==> src/rtl/alu_defs.sv <==
// Shared definitions for the ALU family (parallel and bit-serial variants).
// Holds the 4-bit control encoding, the 2-bit op-field values and the
// serial engine's state encoding.
package alu_defs;

    // Full control codes: {A_invert, B_invert/carry-in, op[1:0]}
    localparam logic [3:0] ALU_AND  = 4'b0000;
    localparam logic [3:0] ALU_OR   = 4'b0001;
    localparam logic [3:0] ALU_ADD  = 4'b0010;
    localparam logic [3:0] ALU_SUB  = 4'b0110;
    localparam logic [3:0] ALU_SLT  = 4'b0111;
    localparam logic [3:0] ALU_NOR  = 4'b1100;
    localparam logic [3:0] ALU_NAND = 4'b1101;

    // Op field, ctrl[1:0]
    localparam logic [1:0] OP_AND  = 2'b00;
    localparam logic [1:0] OP_OR   = 2'b01;
    localparam logic [1:0] OP_ADD  = 2'b10;
    localparam logic [1:0] OP_LESS = 2'b11;

    typedef enum logic [1:0] {
        S_IDLE = 2'd0,
        S_RUN  = 2'd1,
        S_DONE = 2'd2
    } state_e;

endpackage

==> src/rtl/serial_bit_slice.sv <==
// One-bit ALU slice: optional operand inversion, AND/OR/full-add and result mux.
// Purely combinational.
//   a_i, b_i       operand bits
//   a_inv_i        invert a (ctrl[3])
//   b_inv_i        invert b (ctrl[2])
//   carry_i        carry into this bit
//   op_i           op field (ctrl[1:0])
//   bit_res_o      selected result bit (0 for LESS)
//   carry_next_o   carry out of this bit
//   sum_o          raw adder sum bit, used by LESS at the MSB
module serial_bit_slice
    import alu_defs::*;
(
    input  logic       a_i,
    input  logic       b_i,
    input  logic       a_inv_i,
    input  logic       b_inv_i,
    input  logic       carry_i,
    input  logic [1:0] op_i,
    output logic       bit_res_o,
    output logic       carry_next_o,
    output logic       sum_o
);

    logic a;
    logic b;

    assign a            = a_i ^ a_inv_i;
    assign b            = b_i ^ b_inv_i;
    assign sum_o        = a ^ b ^ carry_i;
    assign carry_next_o = (a & b) | (a & carry_i) | (b & carry_i);

    always_comb begin
        bit_res_o = 1'b0;
        unique case (op_i)
            OP_AND:  bit_res_o = a & b;
            OP_OR:   bit_res_o = a | b;
            OP_ADD:  bit_res_o = sum_o;
            OP_LESS: bit_res_o = 1'b0;
            default: bit_res_o = 1'b0;
        endcase
    end

endmodule

==> src/rtl/serial_alu.sv <==
// Bit-serial ALU: accepts full-width operands in one handshake, then processes
// one bit per clock (LSB first) through a single slice with a registered carry.
//   clk_i       rising-edge clock
//   rst_n       asynchronous active-low reset
//   start_i     request, accepted when ready_o=1
//   ready_o     idle, can accept start_i
//   src1_i      operand A, sampled on accept
//   src2_i      operand B, sampled on accept
//   ctrl_i      operation code, sampled on accept
//   result_o    result, held until the next operation completes
//   zero_o      result_o == 0
//   cout_o      carry out of the MSB
//   overflow_o  signed overflow, ADD op field only
//   done_o      one-cycle pulse when outputs update
module serial_alu
    import alu_defs::*;
#(
    parameter int unsigned WIDTH = 32,
    parameter int unsigned CNT_W = 6
) (
    input  logic             clk_i,
    input  logic             rst_n,
    input  logic             start_i,
    output logic             ready_o,
    input  logic [WIDTH-1:0] src1_i,
    input  logic [WIDTH-1:0] src2_i,
    input  logic [3:0]       ctrl_i,
    output logic [WIDTH-1:0] result_o,
    output logic             zero_o,
    output logic             cout_o,
    output logic             overflow_o,
    output logic             done_o
);

    localparam logic [CNT_W-1:0] LastCnt = CNT_W'(WIDTH - 1);

    state_e           state_q;
    logic [CNT_W-1:0] cnt_q;
    logic             carry_q;
    logic [WIDTH-1:0] a_q;
    logic [WIDTH-1:0] b_q;
    logic [3:0]       ctrl_q;
    logic [WIDTH-1:0] sr_q;
    logic [WIDTH-1:0] result_q;
    logic             zero_q;
    logic             cout_q;
    logic             ovf_q;
    logic             done_q;

    logic             bit_res;
    logic             carry_next;
    logic             sum;
    logic [WIDTH-1:0] sr_d;
    logic [WIDTH-1:0] final_res;

    // Operand registers shift right, so the current bit is always at [0].
    serial_bit_slice u_slice (
        .a_i          (a_q[0]),
        .b_i          (b_q[0]),
        .a_inv_i      (ctrl_q[3]),
        .b_inv_i      (ctrl_q[2]),
        .carry_i      (carry_q),
        .op_i         (ctrl_q[1:0]),
        .bit_res_o    (bit_res),
        .carry_next_o (carry_next),
        .sum_o        (sum)
    );

    always_comb begin
        sr_d      = {bit_res, sr_q[WIDTH-1:1]};
        final_res = sr_d;
        // SLT: set is the raw MSB sum bit, no overflow correction
        if (ctrl_q[1:0] == OP_LESS) begin
            final_res = {{(WIDTH-1){1'b0}}, sum};
        end
    end

    always_ff @(posedge clk_i or negedge rst_n) begin
        if (!rst_n) begin
            state_q  <= S_IDLE;
            cnt_q    <= '0;
            carry_q  <= 1'b0;
            a_q      <= '0;
            b_q      <= '0;
            ctrl_q   <= '0;
            sr_q     <= '0;
            result_q <= '0;
            zero_q   <= 1'b1;
            cout_q   <= 1'b0;
            ovf_q    <= 1'b0;
            done_q   <= 1'b0;
        end else begin
            unique case (state_q)
                S_IDLE: begin
                    if (start_i) begin
                        a_q     <= src1_i;
                        b_q     <= src2_i;
                        ctrl_q  <= ctrl_i;
                        carry_q <= ctrl_i[2];
                        cnt_q   <= '0;
                        state_q <= S_RUN;
                    end
                end
                S_RUN: begin
                    a_q     <= a_q >> 1;
                    b_q     <= b_q >> 1;
                    sr_q    <= sr_d;
                    carry_q <= carry_next;
                    cnt_q   <= cnt_q + 1'b1;
                    if (cnt_q == LastCnt) begin
                        // carry_q is still the carry into the MSB here
                        result_q <= final_res;
                        zero_q   <= ~|final_res;
                        cout_q   <= carry_next;
                        ovf_q    <= (ctrl_q[1:0] == OP_ADD) ? (carry_q ^ carry_next) : 1'b0;
                        done_q   <= 1'b1;
                        state_q  <= S_DONE;
                    end
                end
                S_DONE: begin
                    done_q  <= 1'b0;
                    state_q <= S_IDLE;
                end
                default: begin
                    done_q  <= 1'b0;
                    state_q <= S_IDLE;
                end
            endcase
        end
    end

    assign ready_o    = (state_q == S_IDLE);
    assign result_o   = result_q;
    assign zero_o     = zero_q;
    assign cout_o     = cout_q;
    assign overflow_o = ovf_q;
    assign done_o     = done_q;

endmodule

==> config.mk <==
export PLATFORM = sky130hd
export DESIGN_NAME = serial_alu
export DESIGN_NICKNAME = d
export VERILOG_FILES = /design/src/rtl/alu_defs.sv /design/src/rtl/serial_bit_slice.sv /design/src/rtl/serial_alu.sv
export SDC_FILE = /design/constraint.sdc
export NUM_CORES = 1
export LEC_CHECK = 0
export ABC_AREA = 1
export BUFFER_PORTS_ARGS = -buffer_cell sky130_fd_sc_hd__buf_4
export CAP_MARGIN = 20
export CORE_MARGIN = 8
export CORE_UTILIZATION = 30
export CTS_CLUSTER_DIAMETER = 80
export DETAILED_ROUTE_END_ITERATION = 8
export MAX_ROUTING_LAYER = met4
export PLACE_DENSITY = 0.57
export SLEW_MARGIN = 20
export SYNTH_ARGS = -nofsm -noshare
export SYNTH_HDL_FRONTEND = slang
export SYNTH_SLANG_ARGS = --single-unit
==> constraint.sdc <==
create_clock -name clk_i -period 2 [get_ports clk_i]
set_input_delay 0.3 -clock clk_i [delete_from_list [all_inputs] [get_ports clk_i]]
set_output_delay 0.3 -clock clk_i [all_outputs]
set_load 0.01 [all_outputs]
==> impl_metrics.tcl, run 1 <==
set metrics [dict create \
    synth_most_common_cell "nand2_1" \
    finalMaxSlewViolations 0 \
    async_flop_share 1.00 \
    synth_edf_count 0 \
    powerDensity_nw_per_um2 1570 \
    ys_seq_area_frac 0.594 \
    postSynthCellCount 659 \
    vias_per_cell 4.46 \
    crit_required_ns 2.35 \
    hp-class "in -> reg" \
    numCtsBuffers 17 \
    hold_viol_final 0 \
    power.total_mw 12.3 \
    detail_route.wl_per_cell_um 13.8 \
    cp-end-kind "flip-flop" \
    initial_core_util 0.303 \
    crit_family "simple AND/OR/NAND/NOR gates" \
    path_clk_slew_ns 0.06 \
    vias 4678 \
    max_freq_mhz 550 \
    crit_path_max_fanout 2 \
    worst-path-buf-inv 2 \
    ys_top_cells_by_area "dfrtp_1 59%, nand2_1 9.2%, o21ai_0 6.2%" \
    dieHeight_um 158 \
    path_class "reg -> reg" \
    ir_drop_v 0.000711 \
    boundaryPins 108 \
    cts.sinks 144 \
    synth_seq_cells 144 \
    cpMostUsedCell "nand2_1" \
    detail-route-antenna-nets 0 \
    core_um2 20000 \
    wl_um 14400 \
    port_buffers 107 \
    min_period_ns 1.82 \
    drc 0 \
    status "complete, no violations" \
    drive_gt1_frac 0.218 \
    rows 52 \
    synth_nets 734 \
    ys_warn_count 0 \
    synth_ff_type "dfrtp_1" \
    crit_slowest_cell "fa_1" \
    clk_latency_ns 0.41 \
    dieArea_um2 25000 \
    rsz0062_at_grt "false" \
    slew_headroom 0.566 \
    crit_path_start_kind "flip-flop" \
    grtUsageTotal 0.123 \
    grt_start_max_net_pins 61 \
    yosys.area.top_type "dfrtp_1" \
    drv_cap 0 \
    hpwl_um 9820 \
    max_stage_delay_ns 0.46 \
    syn_area_per_cell_um2 9.21 \
    synth_top_area_frac 0.589 \
    gp_congestion 0.750 \
    layout.nets 839 \
    worst_slew_pin_slew_ns 0.651 \
    grt-ovfl-total 0 \
    arrival_ns 2.17 \
    syn_to_final_growth_pct 28.6 \
    cp_cell_sequence "xnor2_1, inv_1, fa_1, inv_1, nand3_1, nand2_1, nand2_1, nor2_1, nand2_1, nor2_1, nand2_1, nand2_1" \
    tritoncts "done" \
    cts_max_level 4 \
    fin_setup_tns_ns 0 \
    clockRootBuffer "clkbuf_16" \
    syn_area_um2 6070 \
    antenna_found_initial 1 \
    skew_ns 0.0116 \
    p_leak_nw 3.81 \
    drtIter0Drc 197 \
    cts_setup_buffers 0 \
    period_share 0.909 \
    synth_common_cells "149 x nand2_1, 143 x dfrtp_1, 84 x inv_1" \
    grt_pass1_wl_um 23600 \
    clockBufferDepth 2 \
    firstDrtPassIters 5 \
    die_w_um 158 \
    ys_types 29 \
    grt_pass1_vias 4675 \
    setup_viol 0 \
]
-- report_power, final --
group / internal, mW / total (mW) / switching, mW
clock network: 2.06 / 3.26 / 1.20
registers: 4.19 / 5.01 / 0.823
logic: 1.77 / 4.02 / 2.25
total: 8.01 / 12.3 / 4.27
-- cell usage in the layout, fill, tap and decap left out, types with 2 or more instances in the layout --
cell type     n
a21oi_1      56
a22o_1        3
buf_12        3
buf_4       120
bufinv_16     3
clkbuf_1      3
clkbuf_16    17
clkbuf_8      3
clkinv_2      2
clkinvlp_4    3
dfrtp_1     143
ha_1          3
inv_1        84
inv_2         2
nand2_1     147
nand2_2       3
nand3_1      12
nand4_1       4
nor2_1       11
o21ai_0      75
o21ai_1       5
o21ai_2       5
o22ai_1      55
xnor2_1       2
-- layout make-up --
class | instances | area [um^2]
fill | 2098 | 12200
clock inverter | 9 | 131
inverter | 86 | 323
tap | 270 | 338
sequential | 144 | 3600
timing repair buffer | 125 | 982
antenna | 1 | 2.50
multi-input combinational | 390 | 1950
clock buffer | 23 | 478
-- kinds of logic after synthesis --
| family | share of synthesized area |
|---|---|
| AO/OA/AOI/OAI | 0.184 |
| AND/OR/NAND/NOR | 0.120 |
| flip-flops | 0.594 |
| buffers and inverters | 0.0880 |
| adder cells (fa/ha/maj) | 0.00948 |
| XOR/XNOR | 0.00433 |
-- tightest hold or removal path, cell delays in order --
cell,delay [ns]
buf_4,0.08
nand2_1,0.04
nand2_1,0.04
-- stage by stage --
step / instances / utilization / hold slack (ns) / setup slack (ns) / area, um^2
global placement: 1014 / 0.358 / 0.216 / 0.146 / 7180
CTS: 1047 / 0.389 / 0.0667 / 0.120 / 7800
finish: 1048 / 0.390 / 0.0827 / 0.183 / 7810
global route: 1048 / 0.390 / 0.0699 / 0.0144 / 7810
detailed placement: 1014 / 0.358 / 0.213 / 0.124 / 7180
floorplan: 659 / - / 0.00441 / 0.304 / 6070
-- routing by layer --
layer / routed length [um] / track usage / up-vias
met3: 1030 / 0.0456 / 7
met1: 6870 / 0.159 / 2178
met2: 6440 / 0.180 / 108
li1: - / - / 2385
met5: 0 / - / -
met4: 91 / 0.0296 / 0
-- sequential cells by signal (all words and copies together) (netlist names) --
register	flops
a_q	32
b_q	32
result_o	32
sr_q	31
cnt_q	6
ctrl_q	4
state_q	2
carry_q	1
cout_o	1
done_o	1
overflow_o	1
zero_o	1
-- path summary, 6_finish.rpt --
path	startpoint	to	slack, ns	depth (start not counted)
setup / recovery	ctrl_q[2]	zero_o	0.18	12
hold / removal	ctrl_i[3]	ctrl_q[3]	0.08	3
setup reg to reg	ctrl_q[2]	zero_o	0.18	12
hold reg to reg	result_o[21]	result_o[21]	0.48	2
max in group asynchronous	rst_n	a_q[2]	1.02	3
min in group asynchronous	rst_n	result_o[5]	0.34	2
-- timing repair --
| item | 4_1_cts | 5_1_grt |
|---|---|---|
| resized for setup | 0 | 1 |
| endpoints found under the hold margin | 29 | 0 |
| endpoints found under the setup margin | 0 | 1 |
| hold buffers | 1 | 0 |
Power figures use the tool's default switching activity.
==> run 2, diff against run 1 <==
- PLACE_DENSITY: 0.57 -> 0.55
==> run 2 against run 1 <==
Maximum frequency up 0.75%. Worst hold slack better by 0.0045 ns. Clock-buffer cell count down 1. Design area down 1.1%. Non-clock buffer count down 2. Critical path depth down 1. Critical endpoint unchanged.
==> impl_metrics.tcl, run 2 (synthesized netlist as in run 1, its figures left out) <==
set metrics [dict create \
    sw_frac_of_total 0.354 \
    wl_um 14300 \
    p_leak_nw 3.78 \
    cts.sinks 144 \
    grt_pass1_wl_um 23600 \
    powerDensity_nw_per_um2 1540 \
    status "complete, no violations" \
    rsz0062_at_grt "false" \
    top_layer_used "met4" \
    clk_latency_ns 0.41 \
    numCtsBuffers 17 \
    skew_ns 0.0103 \
    crit_required_ns 2.35 \
    drc 0 \
    grt_start_max_net_pins 57 \
    core_um2 20000 \
    fin_setup_tns_ns 0 \
    final_cell_mix "147 x nand2_1, 143 x dfrtp_1, 116 x buf_4, 84 x inv_1, 75 x o21ai_0" \
    grtUsageTotal 0.124 \
    drt-met1-wl_um 7060 \
    path_class "reg -> reg" \
    final_common_cell "nand2_1" \
    finalMaxSlewViolations 0 \
    clkPwrFrac 0.241 \
    min_period_ns 1.80 \
    hold_viol_final 0 \
    cp-end-kind "flip-flop" \
    hpwl_um 9720 \
    vias_per_cell 4.48 \
    gp_congestion 0.716 \
    slew_headroom 0.677 \
    seq_power_share 0.421 \
    firstDrtPassIters 5 \
    period_share 0.902 \
    antenna_found_initial 0 \
    clockBufferDepth 2 \
    max_freq_mhz 554 \
    path_clk_slew_ns 0.06 \
    clockRootBuffer "clkbuf_16" \
    place_ws_ns 0.186 \
    combinationalPowerShare 0.338 \
    worst_slack_ns 0.196 \
    dr_wl_met2_um 6040 \
    syn_to_final_growth_pct 27.3 \
    setup_viol 0 \
    arrival_ns 2.16 \
    port_buffers 107 \
    die_w_um 158 \
    drtIter0Drc 238 \
    layout.nets 837 \
    cts_setup_buffers 0 \
    grt-ovfl-total 0 \
    detail-route-antenna-nets 0 \
    vias 4663 \
    crit_path_start_kind "flip-flop" \
    worst_slew_pin_slew_ns 0.485 \
    ir_drop_v 0.000729 \
    boundaryPins 108 \
    dieArea_um2 25000 \
    power.total_mw 11.9 \
    crit_path_max_fanout 3 \
    grt_pass1_vias 4667 \
    initial_core_util 0.303 \
    drive_gt1_frac 0.211 \
    dr_wl_met3_um 1090 \
    fillers 2121 \
    antenna_cells 0 \
    tritoncts "done" \
    hold_ws_ns 0.0872 \
    cts_max_level 4 \
    p_switching_mw 4.21 \
    hp-class "in -> reg" \
    detail_route.wl_per_cell_um 13.7 \
    intPower_mw 7.68 \
    dieHeight_um 158 \
    drv_cap 0 \
    rows 52 \
]
## run 2: cell count changes in the layout (fill, tap and decap cells not counted), moves of 2 or more
| cell | change |
|---|---|
| bufinv_16 | -2 |
| buf_4 | -4 |
| buf_12 | +2 |
| clkinv_2 | +2 |
| clkbuf_8 | -2 |
## run 2: repair_timing
action | in CTS | in global routing
setup endpoints to repair | 0 | 1
hold endpoints to repair | 30 | 0
hold buffers | 1 | 0
resized for setup | 0 | 1
## run 2: power by group through the flow
stage	combinational, mW	clock, mW	sequential [mW]
global route	4.64	3.10	5.19
floorplan	2.79	0	4.95
detailed placement	4.11	0	5.04
CTS	4.12	2.97	5.00
global placement	4.06	0	5.02
finish	4.02	2.87	5.00
## run 2: worst paths after layout
check / from / end / slack, ns / cells after the start
min reg2reg: b_q[28] / b_q[28] / 0.48 / 2
max in group asynchronous: rst_n / a_q[22] / 0.97 / 3
max reg2reg: ctrl_q[3] / zero_o / 0.20 / 11
max: ctrl_q[3] / zero_o / 0.20 / 11
min: ctrl_i[1] / ctrl_q[1] / 0.09 / 3
min in group asynchronous: rst_n / sr_q[8] / 0.36 / 2
## run 2: worst max-delay path, stage by stage (launching register included)
cell     delay [ns]
dfrtp_1        0.38
xor2_1         0.29
fa_1           0.48
inv_1          0.07
nand3_1        0.06
nand2_1        0.10
nand2_1        0.06
nor2_1         0.08
nand2_1        0.05
nor2_1         0.08
nand2_1        0.05
nand2_1        0.05
## run 2: stage by stage
stage / instances / area [um^2] / utilization
final: 1042 / 7730 / 0.386
after global routing: 1042 / 7730 / 0.386
after CTS: 1042 / 7720 / 0.385
after detailed placement: 1012 / 7190 / 0.359
after global placement: 1012 / 7190 / 0.359
after floorplan: 659 / 6070 / -
## run 2: per-layer routing
metal | up-vias | GRT usage
li1 | 2381 | -
met1 | 2171 | 0.165
met2 | 104 | 0.173
met3 | 7 | 0.0491
met4 | 0 | 0.0310
met5 | - | -
## run 2: cell type report
cell class,instances,area [um^2],area share
sequential,144,3600,0.467
multi-input combinational,390,1950,0.252
timing repair buffer,123,992,0.128
clock buffer,22,454,0.0588
tap,270,338,0.0437
inverter,86,323,0.0418
clock inverter,7,65.1,0.00842
